## src/rtl/hs_resp_sync.sv

```systemverilog
// Responder side of a 4-phase req/ack CDC handshake: synchronises req, captures data and presents it on valid/ready.
// Optional ACK-phase watchdog enabled by defining HS_RESP_TIMEOUT_EN.
module hs_resp_sync #(
  parameter int unsigned DATA_W         = 8,
  parameter int unsigned SYNC_STAGES    = 2,
  parameter int unsigned CNT_W          = 16,
  parameter int unsigned TIMEOUT_CYCLES = 1024
) (
  input  logic              clk_i,
  input  logic              rstn_i,
  input  logic              req_i,
  input  logic [DATA_W-1:0] data_i,
  output logic              ack_o,
  output logic              valid_o,
  output logic [DATA_W-1:0] data_o,
  input  logic              ready_i,
  output logic [CNT_W-1:0]  xfer_cnt_o,
  output logic              err_o,
  input  logic              err_clr_i
);

  typedef enum logic [1:0] {
    IDLE    = 2'd0,
    DELIVER = 2'd1,
    ACK     = 2'd2
  } state_e;

  state_e                 state;
  logic [SYNC_STAGES-1:0] sync_q;
  logic                   req_s;

  // Only this chain samples the asynchronous request level.
  always_ff @(posedge clk_i or negedge rstn_i) begin
    if (!rstn_i) begin
      sync_q <= '0;
    end else begin
      sync_q <= {sync_q[SYNC_STAGES-2:0], req_i};
    end
  end

  assign req_s = sync_q[SYNC_STAGES-1];

  // Handshake FSM; ack_o/valid_o/data_o/xfer_cnt_o are all flop outputs.
  always_ff @(posedge clk_i or negedge rstn_i) begin
    if (!rstn_i) begin
      state      <= IDLE;
      ack_o      <= 1'b0;
      valid_o    <= 1'b0;
      data_o     <= '0;
      xfer_cnt_o <= '0;
    end else begin
      case (state)
        IDLE: begin
          if (req_s) begin
            data_o  <= data_i;
            valid_o <= 1'b1;
            state   <= DELIVER;
          end
        end
        DELIVER: begin
          if (ready_i) begin
            valid_o    <= 1'b0;
            ack_o      <= 1'b1;
            xfer_cnt_o <= xfer_cnt_o + CNT_W'(1);
            state      <= ACK;
          end
        end
        ACK: begin
          if (!req_s) begin
            ack_o <= 1'b0;
            state <= IDLE;
          end
        end
        default: begin
          ack_o   <= 1'b0;
          valid_o <= 1'b0;
          state   <= IDLE;
        end
      endcase
    end
  end

`ifdef HS_RESP_TIMEOUT_EN
  localparam int unsigned TO_W = $clog2(TIMEOUT_CYCLES + 1);

  logic [TO_W-1:0] to_cnt;
  logic            ack_entry;
  logic            to_hit;

  assign ack_entry = (state == DELIVER) && ready_i;
  assign to_hit    = (state == ACK) && req_s && (to_cnt == TO_W'(TIMEOUT_CYCLES - 1));

  // Saturating ACK-phase counter; stopping at the limit prevents a second trigger.
  always_ff @(posedge clk_i or negedge rstn_i) begin
    if (!rstn_i) begin
      to_cnt <= '0;
    end else if (ack_entry) begin
      to_cnt <= '0;
    end else if ((state == ACK) && req_s && (to_cnt != TO_W'(TIMEOUT_CYCLES))) begin
      to_cnt <= to_cnt + TO_W'(1);
    end
  end

  // Sticky error; a set wins over a simultaneous clear.
  always_ff @(posedge clk_i or negedge rstn_i) begin
    if (!rstn_i) begin
      err_o <= 1'b0;
    end else if (to_hit) begin
      err_o <= 1'b1;
    end else if (err_clr_i) begin
      err_o <= 1'b0;
    end
  end
`else
  logic unused_ok;

  assign unused_ok = err_clr_i ^ (TIMEOUT_CYCLES == 0);
  assign err_o     = 1'b0;
`endif

endmodule
```

## config.mk

```make
export PLATFORM = sky130hd
export DESIGN_NAME = hs_resp_sync
export DESIGN_NICKNAME = d
export VERILOG_FILES = /design/src/rtl/hs_resp_sync.sv
export SDC_FILE = /design/constraint.sdc
export NUM_CORES = 1
export LEC_CHECK = 0
export CAP_MARGIN = 25
export CORE_UTILIZATION = 40
export DETAILED_ROUTE_END_ITERATION = 8
export DONT_BUFFER_PORTS = 1
export PLACE_DENSITY = 0.62
export SLEW_MARGIN = 25
export SYNTH_ARGS = -nofsm -noshare
export SYNTH_HDL_FRONTEND = slang
export SYNTH_SLANG_ARGS = --single-unit
```

## constraint.sdc

```tcl
create_clock -name clk_i -period 3.1 [get_ports clk_i]
set_clock_uncertainty 0.1 [all_clocks]
set_input_delay 0.465 -clock clk_i [delete_from_list [all_inputs] [get_ports clk_i]]
set_output_delay 0.465 -clock clk_i [all_outputs]
set_load 0.01 [all_outputs]
```

==> metrics.csv <==
stage;metric;value;unit
outcome;status;complete, no violations;
min_path;hold_start;req_i;
drt;drt_iter0_drc;22;
synth;netlist_area;1260;sq um
clock_network;clk_pin_slew;0.09;ns
clock_network;cts_tree;built;
synth;synth_xor_area_share;10.4;%
drt;ant_nets;0;
place;placed_area;1300;sq um
timing;setup_viol;0;
drt;firstDrtPassIters;4;
floorplan;io_pins;40;
worst_setup_path;required;3.21;ns
power;leakage;0.619;nW
power;vdd_drop_max;0.000348;V
place;port_buffers;0;
floorplan;coreArea;3030;sq um
synth;synth_cell_types;26;
global_route;track_usage;13.6;%
synth;synth_cells;99;
timing;slew_violations;0;
clock_network;worstSkewPairLatency;0.32;ns
global_route;grt_max_degree;31;
cells_and_area;finalNetCount;119;
worst_setup_path;reg2reg_slack;1.35;ns
min_path;hp-class;in -> reg;
synth;synth-simple-area-share;17.2;%
floorplan;die_h;58.2;microns
cells_and_area;final_common_cell;dfrtp_1;
floorplan;dieArea;3390;sq um
power;clkPwrFrac;21.0;%
place;dpl.hpwl;1480;microns
worst_setup_path;cp_max_fo;6;
clock_network;cts_buffer_depth;2;
drt;vias_per_cell;4.95;
synth;syn_area_per_cell;12.8;sq um
worst_setup_path;timing.rr.start;xfer_cnt_o[0];
clock_network;cts_root_buffer;clkbuf_4;
synth;synth_seq_area_share;59.4;%
clock_network;cts_buffers;5;
synth;synth_fa_ha_area_share;0.990;%
power;p_per_area;799;nW/um^2
cells_and_area;mostFrequentLayoutCells;dfrtp_1 (30), xnor2_1 (11), nand2_1 (10);
synth;synth_fp_nets;113;
cells_and_area;num_antenna_cells;0;
timing;finalHoldViolations;0;
floorplan;rows;20;
timing;rsz0062_at_grt;no;
place;place_congestion;0.712;
timing;min_period;1.75;ns
power;p_seq_share;61.2;%
worst_setup_path;crit_type;reg -> reg;
worst_setup_path;worstSetupStartpointType;flip-flop;
floorplan;die_w;58.2;microns
floorplan;start_util;41.7;%
worst_setup_path;cp-startpoint;xfer_cnt_o[0];
drt;vias;742;
clock_network;ctsResizeCount;0;
power;p_switching;0.000390;W
clock_network;post_cts_buffers;0;
timing;max_freq;571;MHz
global_route;grt_overflow;0;
global_route;grt_pass1_wl;3280;microns
timing;tns;0;ns
worst_setup_path;r2r-end;xfer_cnt_o[12];
clock_network;cts_sinks;30;
cells_and_area;stdcell_area;1390;sq um
synth;yosys.area.top_type;dfrtp_1;
timing;period_share;56.5;%
cells_and_area;seqCellArea;751;sq um
synth;synth_top_area_share;59.4;%
cells_and_area;fillers;275;
power;p_int;0.000722;W
cells_and_area;layout-drive-gt1-share;11.3;%
worst_setup_path;crit_path_end_kind;flip-flop;
clock_network;htree_levels;2;
run;maxCapViolations;0;
synth;ys_ff_latch;30;
synth;yosys-mux-area-fraction;7.13;%
drt;drt_wl_total;2080;microns
min_path;hold_end;sync_q[0];
cells_and_area;area_growth;10.1;%
synth;synth_compound_area_share;2.57;%
min_path;holdPathStages;0;
global_route;grt_pass1_vias;719;
power;switching_share;35.1;%
synth;ys_warn_count;0;
worst_setup_path;crit_arrival;1.86;ns
synth;yosys-top-cells-area;dfrtp_1 (59%), xnor2_1 (7.6%), mux2_1 (7.1%);
cells_and_area;multiInputGateArea;488;sq um
power;combPwrFrac;17.8;%
synth;synth_top_family_by_area;simple AND/OR/NAND/NOR gates;
drt;avgRoutedWirePerCell;13.8;microns
global_route;antenna_found_initial;0;
worst_setup_path;ff2ff_path_depth;5;
drt;drc;0;
==> worst max path at each step <==
stage                                 to  slack, ns  cells after the start
after floorplan           xfer_cnt_o[12]       1.55                      5
after global placement    xfer_cnt_o[12]       1.33                      5
after detailed placement  xfer_cnt_o[12]       1.33                      5
after CTS                 xfer_cnt_o[12]       1.32                      5
after global routing      xfer_cnt_o[12]       1.21                      5
final                     xfer_cnt_o[12]       1.35                      5
==> logic make-up after synthesis <==
logic type | Yosys count
AND/OR/NAND/NOR | 33
adder cells (fa/ha/maj) | 1
XOR/XNOR | 15
multiplexers | 8
AO/OA/AOI/OAI | 6
buffers and inverters | 5
flip-flops | 30
other | 1
==> worst max-delay path, stage by stage (launching register included) <==
cell	delay [ns]
dfrtp_1	0.51
ha_1	0.20
nand4b_1	0.23
nor3_2	0.32
nand4_1	0.14
xnor2_1	0.14
==> routing by layer <==
layer	GRT usage [%]	share of wire [%]	routed length (microns)	up-vias
met5	0	0	0	-
met4	9.18	1.8	38	0
met3	6.25	5.5	115	5
met2	20.9	51	1060	21
met1	15.1	42	862	369
li1	-	-	-	347
==> Yosys cell counts <==
master / number
and3b_1: 1
nor4_4: 1
xor2_1: 4
a211oi_1: 1
buf_2: 2
nor3b_4: 1
nor3_1: 1
nand4_1: 4
nor2_1: 4
mux2_1: 8
and4_1: 1
a21oi_1: 2
nand3_1: 5
nand2_1: 10
nand3b_4: 1
nor4_1: 1
nand4b_1: 1
dfrtp_1: 30
inv_1: 2
nand3b_1: 1
xnor2_1: 11
nor3_2: 1
buf_4: 1
ha_1: 1
o21ai_0: 3
conb_1: 1
==> state kept, by name, summed over array words and instances (netlist names) <==
name and cells:
ack_o 1, valid_o 1, xfer_cnt_o 16, data_o 8, state 2, sync_q 2
==> final cells by class <==
class / instances / area share (%)
flip-flops and latches: 30 / 54.0
multi-input cells: 64 / 35.1
clock buffers: 7 / 3.96
well taps: 44 / 3.96
repair buffers: 2 / 2.16
inverters: 2 / 0.540
clock inverters: 1 / 0.360
==> power by group through the flow <==
stage | Clock, W | Sequential [W] | Combinational, W
2_1_floorplan | 0 | 0.000630 | 0.000202
5_1_grt | 0.000261 | 0.000698 | 0.000227
3_3_place_gp | 0 | 0.000687 | 0.000178
3_5_place_dp | 0 | 0.000692 | 0.000190
6_report | 0.000234 | 0.000680 | 0.000198
4_1_cts | 0.000249 | 0.000683 | 0.000204
==> per-stage QoR <==
| step | util (%) | setup WS, ns | hold slack, ns | power, W | cells |
|---|---|---|---|---|---|
| floorplan | - | 1.55 | 0.0694 | 0.000832 | 99 |
| CTS | 46.0 | 1.32 | 0.0414 | 0.00114 | 150 |
| finish | 46.0 | 1.35 | 0.0651 | 0.00111 | 150 |
| global placement | 43.0 | 1.33 | 0.0700 | 0.000865 | 140 |
| detailed placement | 43.0 | 1.33 | 0.0699 | 0.000882 | 140 |
| global route | 46.0 | 1.21 | 0.0372 | 0.00119 | 150 |
==> timing repair <==
action / 4_1_cts / 5_1_grt
endpoints found under the setup margin: 0 / 0
hold buffers: 2 / 0
endpoints found under the hold margin: 30 / 0
No activity file was read; power rests on OpenSTA's default activity.
==> RTL change 1 (same flow settings) <==
Change the parameter `CNT_W` from 16 to 24.
--- a/src/rtl/hs_resp_sync.sv
+++ b/src/rtl/hs_resp_sync.sv
@@ -3,7 +3,7 @@
 module hs_resp_sync #(
   parameter int unsigned DATA_W         = 8,
   parameter int unsigned SYNC_STAGES    = 2,
-  parameter int unsigned CNT_W          = 16,
+  parameter int unsigned CNT_W          = 24,
   parameter int unsigned TIMEOUT_CYCLES = 1024
 ) (
   input  logic              clk_i,
Interface: changed (resized xfer_cnt_o); port bits go from 40 to 48. No check against the original RTL was run, so the function may have changed too.
==> RTL change 1 against the original RTL <==
Setup slack worse by 0.18 ns. Critical path depth is 2 lower. Core utilization is 1.7 points higher. Die area is 28% higher. Cell count is 25% higher. Worst hold slack better by 0.041 ns. Power is 19% higher. Count of clock-buffer cells in the layout stayed put. Sequential cell count is 8 higher. Design area is 29% higher. Area after synthesis is 29% higher. Via count is 35% higher. Wire length is 35% higher. Largest cell class unchanged.
==> RTL change 1: results (changes against the original RTL) <==
Unique masters post-synth=28 (+7.7%); Post-synth top cells=dfrtp_1, xnor2_1, nand2_1; global-route wire length before repair=4802 um (+47%); worst vdd ir=0.4475 mV (+28%); core area=3771 um^2 (+25%); GR Util All Layers=0.1530 (+0.01704); Area contributors post-synth=dfrtp_1, xnor2_1, mux2_2; outcome=complete, no violations; vias in the first global route=1016 (+41%); DPL Wire Length=1958 um (+33%); Clk pin slew, worst setup/hold paths=0.07 ns (-0.02 ns); Crit path largest cell delay=0.55 ns (+0.04 ns); Clock Latency Late Sink=0.29 ns (-0.03 ns); first-iteration detailed-routing DRC count=63 (+190%); DP Area=1674 um^2 (+29%); wire length on met1=1243 um (+44%); clk root buf=clkbuf_8; wire length on met2=1287 um (+22%); CP max FO=8 (+2); Post-Place Cells=178 (+27%); R2R cell count=3 (-2); P_clk=0.000342 W (+46%); CP arrival=2.00 ns (+0.14 ns); layout cells sized above 1=0.1643 (+0.05108); max FFs per register=24 (+8); Logic pwr share=0.158 (-0.020); Layout Cells excl Fill=188 (+25%); multi-input logic area=651.9 um^2 (+34%); RD Place Congestion=0.7420 (+4.3%); met1 Use GR=0.1929 (+0.04226); Top Registers=xfer_cnt_o x24, data_o x8; grt met2 use=0.2245 (+0.01595); syn avg cell area=12.26 um^2 (-4.0%); syn nets=147 (+30%); Final Worst Setup Slack=1.167 ns (-0.1805 ns); leakage=0.8144 nW (+32%); end point of the critical path=data_o[5]$_DFFE_PN0P_; largest net degree at the start of global routing=39 (+26%); sw power=0.0004156 W (+6.5%); Pwr Density=737.7 nW/um^2 (-7.7%)
RTL change 1: final cells by class:
type / instances / area share
Clock buffer: 7 / 0.04808
Sequential cell: 38 / 0.5296
Tap cell: 48 / 0.03345
Timing Repair Buffer: 2 / 0.01672
Clock inverter: 1 / 0.002787
Multi-Input combinational cell: 89 / 0.3631
Inverter: 3 / 0.006272
RTL change 1: what timing repair did:
| action | in CTS | in global routing |
|---|---|---|
| hold endpoints to repair | 38 | 0 |
| hold buffers | 2 | 0 |
| setup buffers | 0 | 0 |
RTL change 1: cells by family (layout without fill, tap and decap cells):
group | after synthesis | in the layout | share of synthesized area
compound gates | 5 | 5 | 0.01765
mux | 8 | 8 | 0.05526
other cells | 1 | 1 | 0.002300
flops | 38 | 38 | 0.5833
simple gates | 51 | 51 | 0.1934
fa+ha+maj | 1 | 1 | 0.007673
buf+inv | 6 | 13 | 0.01688
xor+xnor | 23 | 23 | 0.1236
==> RTL change 2 (same flow settings) <==
Without the edit above. Encoding of `state_e`: now one-hot (3 bits for 3 states).
--- a/src/rtl/hs_resp_sync.sv
+++ b/src/rtl/hs_resp_sync.sv
@@ -19,10 +19,10 @@
   input  logic              err_clr_i
 );
 
-  typedef enum logic [1:0] {
-    IDLE    = 2'd0,
-    DELIVER = 2'd1,
-    ACK     = 2'd2
+  typedef enum logic [2:0] {
+    IDLE    = 3'b001,
+    DELIVER = 3'b010,
+    ACK     = 3'b100
   } state_e;
 
   state_e                 state;
Behaviour: no difference found for any inputs over 10 cycles, from zero or initial values and one cycle with rstn_i low; not proved beyond that.
==> RTL change 2 against the original RTL <==
Sequential cell count is 1 higher. Via count is 15% higher. Worst hold slack worse by 0.0063 ns. Area after synthesis is 9.3% higher. Power is 2.5% higher. Setup slack worse by 0.19 ns. Die area is 9.0% higher. Design area is 8.6% higher. Global-route usage is 1.7 points higher. Wire length is 15% higher.
==> RTL change 2: results (changes against the original RTL) <==
Filler cells=316 (+15%); Seq pwr share=0.583 (-0.029); Post-Place Cells=154 (+10%); CLK BUF=8 (+1); Layout area overhead=9.420%; Unique masters post-synth=33 (+27%); Reg-to-Reg Start=state[0]$_DFFE_PN1P_; layout cells sized above 1=0.1917 (+0.07846); Crit path largest cell delay=0.63 ns (+0.12 ns); wire length on met2=1141 um (+7.8%); Synth Instances=113 (+14%); Post-synth top cells=dfrtp_1, nand2_1, nand3_1; CP max FO=10 (+4); buffering overhead=0.01987 (-0.001715); DP Area=1413 um^2 (+8.6%); Crit-path slowest cell=dfstp_2; outcome=complete, no violations; vias in the first global route=904 (+26%); leakage=0.6593 nW (+6.5%); Multi-In Gates=77 (+20%); DPL Wire Length=1707 um (+16%); wire length on met1=989 um (+15%); final core occ=0.4794 (+0.01986); largest net degree at the start of global routing=32 (+3.2%); Top Registers=xfer_cnt_o x16, data_o x8, state x3; Clock Latency Late Sink=0.32 ns (about the same); Synth Register Bits=31 (+3.3%); final WL=2390 um (+15%); R2R setup slack=1.16 ns (-0.19 ns); global-route wire length before repair=3884 um (+19%); RD Place Congestion=0.7574 (+6.4%); fin nets=133 (+12%); routed vias=855 (+15%); fraction of area in registers=0.5141 (-0.02550); end point of the critical path=data_o[0]$_DFFE_PN0P_; Area contributors post-synth=dfrtp_1, mux2_2, xnor2_1; Tightest Hold Check Type=input port to flop; switching share of power=0.3277 (-0.02319); clock-cell share of area=0.04553 (+0.002364); Top FF cell, synth=dfrtp_1; routed wl met3=223 um (+94%); Syn Std Cell Area=1381 um^2 (+9.3%); Logic pwr share=0.188 (+0.010); GR Util All Layers=0.1525 (+0.01650); Comb. pwr=0.000214 W (+8%); fraction of area in multi-input gates=0.3791 (+0.02842); worst vdd ir=0.4131 mV (+19%)
==> RTL change 2: metrics by stage <==
stage	hold WS, ns	worst slack, ns
after floorplan	0.06941	1.320
after global placement	0.07011	1.204
after detailed placement	0.07004	1.144
after CTS	0.04123	1.132
after global routing	0.02060	1.012
final	0.05884	1.155
==> RTL change 2: logic make-up (layout without fill, tap and decap cells) <==
logic type / Yosys count / after routing / share of synthesized area
buf+inv: 5 / 12 / 0.02264
other cells: 1 / 1 / 0.002715
simple gates: 45 / 45 / 0.2092
compound gates: 7 / 7 / 0.03351
mux: 8 / 8 / 0.06522
flops: 31 / 31 / 0.5625
fa+ha+maj: 1 / 1 / 0.009057
xor+xnor: 15 / 15 / 0.09511
==> RTL change 2: layer usage <==
layer / global-route usage / up-vias
met4: 0.07792 / 0
met5: 0 / -
met3: 0.08316 / 4
li1: - / 399
met1: 0.1692 / 413
met2: 0.2370 / 39
